[config.mk]
export PLATFORM = sky130hd
export DESIGN_NAME = vga_timing_ctrl
export DESIGN_NICKNAME = d
export VERILOG_FILES = /design/src/rtl/vga_timing_ctrl.sv
export SDC_FILE = /design/constraint.sdc
export NUM_CORES = 1
export LEC_CHECK = 0
export ABC_AREA = 1
export BUFFER_PORTS_ARGS = -buffer_cell sky130_fd_sc_hd__buf_2
export CAP_MARGIN = 10
export CORE_MARGIN = 1.5
export CORE_UTILIZATION = 40
export DETAILED_ROUTE_END_ITERATION = 8
export PLACE_DENSITY = 0.57
export SLEW_MARGIN = 15
export SYNTH_ARGS = -nofsm -noshare
export SYNTH_HDL_FRONTEND = slang
export SYNTH_SLANG_ARGS = --single-unit
[constraint.sdc]
create_clock -name clk -period 5.55 [get_ports clk]
set_input_delay 0.2775 -clock clk [delete_from_list [all_inputs] [get_ports clk]]
set_output_delay 0.2775 -clock clk [all_outputs]
set_load 0.005 [all_outputs]
[src/rtl/vga_timing_ctrl.sv]
// vga_timing_ctrl: VGA raster counters, syncs, blanking and line/frame strobes; `define VGA_PIXEL_DIV2_EN for a pixel tick every second clk
module vga_timing_ctrl #(
  parameter int H_ACTIVE = 800,
  parameter int H_FP     = 56,
  parameter int H_SYNC   = 120,
  parameter int H_BP     = 64,
  parameter int V_ACTIVE = 600,
  parameter int V_FP     = 37,
  parameter int V_SYNC   = 6,
  parameter int V_BP     = 23,
  parameter bit H_POL    = 1'b1,
  parameter bit V_POL    = 1'b1
) (
  input  logic        clk,
  input  logic        rst,
  input  logic        en,
  output logic [10:0] hcount,
  output logic [9:0]  vcount,
  output logic        hsync,
  output logic        vsync,
  output logic        video_on,
  output logic        line_start,
  output logic        frame_start
);
  localparam int H_TOTAL = H_ACTIVE + H_FP + H_SYNC + H_BP;
  localparam int V_TOTAL = V_ACTIVE + V_FP + V_SYNC + V_BP;
  if (H_TOTAL > 2048 || V_TOTAL > 1024) begin : g_bad_totals
    $error("vga_timing_ctrl: H_TOTAL/V_TOTAL exceed counter widths");
  end
  typedef enum logic [2:0] {IDLE, ACTIVE, FRONT, SYNC, BACK} state_t;
  state_t hstate, vstate, hst_n, vst_n;
  logic [10:0] hn;
  logic [9:0]  vn;
  logic running, tick, hwrap;
  function automatic state_t axis_state(input logic [10:0] c, input int a, input int fp, input int sy);
    return c < 11'(a) ? ACTIVE : c < 11'(a + fp) ? FRONT : c < 11'(a + fp + sy) ? SYNC : BACK;
  endfunction
  assign running = hstate != IDLE;
`ifdef VGA_PIXEL_DIV2_EN
  logic toggle;
  // leaving IDLE is always a tick so 0/0 appears immediately, then holds for a second clk
  assign tick = !running || toggle;
  always_ff @(posedge clk)
    if (rst || !en) toggle <= 1'b0;
    else toggle <= running && !toggle;
`else
  assign tick = 1'b1;
`endif
  // outputs are decoded from the next counts so they line up with the registered counters
  always_comb begin
    hwrap = hcount == 11'(H_TOTAL - 1);
    hn = (!running || hwrap) ? '0 : hcount + 11'd1;
    vn = !running ? '0 : !hwrap ? vcount : (vcount == 10'(V_TOTAL - 1)) ? '0 : vcount + 10'd1;
    hst_n = axis_state(hn, H_ACTIVE, H_FP, H_SYNC);
    vst_n = axis_state({1'b0, vn}, V_ACTIVE, V_FP, V_SYNC);
  end
  always_ff @(posedge clk) begin
    if (rst || !en) begin
      hstate      <= IDLE;
      vstate      <= IDLE;
      hcount      <= '0;
      vcount      <= '0;
      hsync       <= !H_POL;
      vsync       <= !V_POL;
      video_on    <= 1'b0;
      line_start  <= 1'b0;
      frame_start <= 1'b0;
    end else if (tick) begin
      hstate      <= hst_n;
      vstate      <= vst_n;
      hcount      <= hn;
      vcount      <= vn;
      hsync       <= (hst_n == SYNC) ? H_POL : !H_POL;
      vsync       <= (vst_n == SYNC) ? V_POL : !V_POL;
      video_on    <= hst_n == ACTIVE && vst_n == ACTIVE;
      line_start  <= hn == '0;
      frame_start <= hn == '0 && vn == '0;
    end else begin
      line_start  <= 1'b0;
      frame_start <= 1'b0;
    end
  end
endmodule

==> out/summary.txt <==
Dpl cell area: 1940 um^2
Worst setup SP type: register
Int Pwr: 314 uW
Slowest-stage cell, CP: dfxtp_1
Switching Fraction: 23.6%
Synth top area cells: dfxtp_1 (33%), nand2_1 (18%), nor2_1 (11%), nand3_1 (6.8%), inv_1 (6.8%)
Worst-Skew Late Latency: 0.29 ns
Tcrit/Tclk final: 38.8%
Unrepaired setup endpoints after global routing: false
Gr ovfl total: 0
Global-route wire length before repair: 7.02 mm
Full die area: 4810 um^2
Vias: 1,751
PortBufs: 28
Critical path cell sequence: ha_1 -> nand3_2 -> nor2_4 -> nand2_4 -> nand2_4 -> nand2_1 -> nand2_1 -> nor2_1 -> nor2_1 -> nand2_1 -> nand2_1 -> nand2_1 -> nor2_1
XOR/XNOR Fraction of Synth Area: 0.995%
Synth Register Bits: 29
Hold Fails Final Rpt: 0
Finished Cell Area: 2030 um^2
CTS clk-pin slew, worst paths: 0.07 ns
Max-slew headroom: 49.4%
Share of the synthesized area in the top cell type: 33.0%
Fmax: 0.465 GHz
Mapped Avg Cell Area: 6.36 um^2
H-tree depth: 2
Seq pwr share: 51.2%
Post-synthesis cell count: 277
Clock root cell: clkbuf_8
Netlist cell types: 28
Minimum clock period: 2.15 ns
WP data required: 5.78 ns
Post-Route WL: 4.11 mm
Layout cells sized above 1: 19.7%
Critical Path AT: 2.38 ns
Number of DRC markers in iteration 0: 200
Slew Limit Fails: 0
Setup TNS Final: 0 ns
Antenna diode count: 0
Drt wl/cell: 11.4 um
Post-synthesis mux area share: 0%
Post-synthesis adder-cell area fraction: 2.13%
Skew final: 0.00934 ns
Status: completed
Compound-Gate Fraction of Synth Area: 4.90%
Largest family of logic cells by synthesized area: simple AND/OR/NAND/NOR gates
Largest net degree at the start of global routing: 25
CTS tree: done
Std cell rows: 23
Post-synth top flop: dfxtp_1
# Post-CTS Setup Buffers: 0
Crit-path leading delay family: simple AND/OR/NAND/NOR gates
Register area share after synthesis: 33.0%
Clock sinks: 29
Syn_nets: 283
Warnings, synthesis: 0
Ys async rst share: 0%
P per Cell Area: 203 nW/um^2
Sw power: 97.1 uW
VDD IR-drop max: 0.141 mV
Pleak: 0.00102 uW
Via density: 4.86
Clock power frac: 45.0%
Antenna viol nets, final: 0
Worst-Margin Slew: 0.759 ns
Area growth syn-to-layout: 15.4%
Starting Density: 42.8%
I/O pin count: 29
Final setup fails: 0
Util after Layout: 49.4%
CTS Buffer Depth: 2
Clock buffer count from CTS: 5
Max-cap violation count: 0
CP Max Fanout: 12
DRC Markers: 0
Number of synthesized flops with an enable pin: 0
Chip Height: 69.3 um
Crit path kind: reg -> reg
Number of global-route vias before repair: 1,554
Detailed Routing Iterations Pass 1: 4
Combinational share of power: 3.8%
Initial antenna violation count: 0
CP Buf/Inv Count: 0
Die X: 69.3 um
Nature of the critical path endpoint: register
GP Congestion: 0.860
Core area: 4120 um^2
Crit path top cell by count: nand2_1
Simple-gate share of the synthesized area: 49.8%
Hold Crit Class: in -> reg
Global Route Usage Sum: 18.0%
# nets final: 315
Hold slack: 0.301 ns
Final HPWL DP: 3.25 mm
Cts hold-fix bufs: 0
Post-CTS resize count: 0
Max incr delay on CP: 0.44 ns
Synth Cell Area: 1760 um^2
Synth area leader: dfxtp_1
==> state kept, by name, indices dropped and copies added (netlist names) <==
signal	cells
hstate	3
hcount	11
vcount	10
frame_start	1
line_start	1
hsync	1
vsync	1
video_on	1
==> worst paths after layout <==
check                        from  cells after the start  slack, ns              endpoint
max          hcount[0]$_SDFF_PP0_                     13       3.40      vsync$_SDFF_PP0_
min                           rst                      4       0.30      hsync$_SDFF_PP0_
max reg2reg  hcount[0]$_SDFF_PP0_                     13       3.40      vsync$_SDFF_PP0_
min reg2reg  hcount[0]$_SDFF_PP0_                      1       0.57  hcount[0]$_SDFF_PP0_
==> synthesized netlist by cell type, types with 2 or more instances <==
cell type and n:
nand3_1 24, nor2_1 52, o21bai_1 4, nand2_1 86
o21ai_0 3, nor2_4 2, nand3_2 4, nand2_2 2
xor2_1 2, clkbuf_1 2, a21oi_1 4, nand2_4 4
inv_1 32, ha_1 3, nand4_1 4, nor3_1 3
nor2_2 7, dfxtp_1 29
==> metrics by stage <==
stage	total power [uW]	setup slack, ns	instances
finish	411	3.40	360
global route	424	3.15	360
CTS	415	3.40	360
detailed placement	231	3.41	352
global placement	232	3.46	352
floorplan	228	3.71	277
==> cell families after synthesis <==
| family | Yosys count |
|---|---|
| simple gates | 191 |
| buf+inv | 38 |
| flops | 29 |
| compound gates | 14 |
| fa+ha+maj | 3 |
| xor+xnor | 2 |
==> worst reg2reg max path: stages (launching register included) <==
cell and delay [ns]:
dfxtp_1 0.44, ha_1 0.30, nand3_2 0.14, nor2_4 0.17, nand2_4 0.11, nand2_4 0.19
nand2_1 0.18, nand2_1 0.17, nor2_1 0.07, nor2_1 0.08, nand2_1 0.06, nand2_1 0.05
nand2_1 0.07, nor2_1 0.08
==> per-layer routing <==
metal / up-vias / global-route usage, % / part of all wire [%] / wire length (um)
met3: 7 / 4.36 / 5.5 / 226
met4: 0 / 6.54 / 1.7 / 70
li1: 926 / - / - / -
met2: 45 / 24.9 / 40 / 1640
met1: 773 / 26.8 / 53 / 2180
met5: - / 0 / 0 / 0
==> layout by cell type (no fill, tap or decap), drive strengths merged, types with 2 or more instances in the layout <==
cell type / count
nand2: 92
nor2: 61
inv: 34
dfxtp: 29
buf: 28
nand3: 28
clkbuf: 6
a21oi: 5
nor3: 5
o21bai: 4
nand4: 4
o21ai: 4
ha: 3
clkinv: 3
xor2: 2
==> power by group through the flow <==
stage          combinational, uW  clock, uW  sequential [uW]
4_1_cts                     15.9        189              211
6_report                    15.8        185              211
2_1_floorplan               12.6          0              215
3_5_place_dp                15.8          0              215
3_3_place_gp                16.3          0              215
5_1_grt                     17.4        196              211
==> final cells by class <==
type / instances / area [um^2]
Fill cell: 448 / 2080
Multi-Input combinational cell: 210 / 1020
Sequential cell: 29 / 581
Timing Repair Buffer: 28 / 140
Inverter: 35 / 135
Clock buffer: 6 / 82.6
Tap cell: 50 / 62.6
Clock inverter: 2 / 13.8
Note: power is estimated with default switching activity, not from simulation.
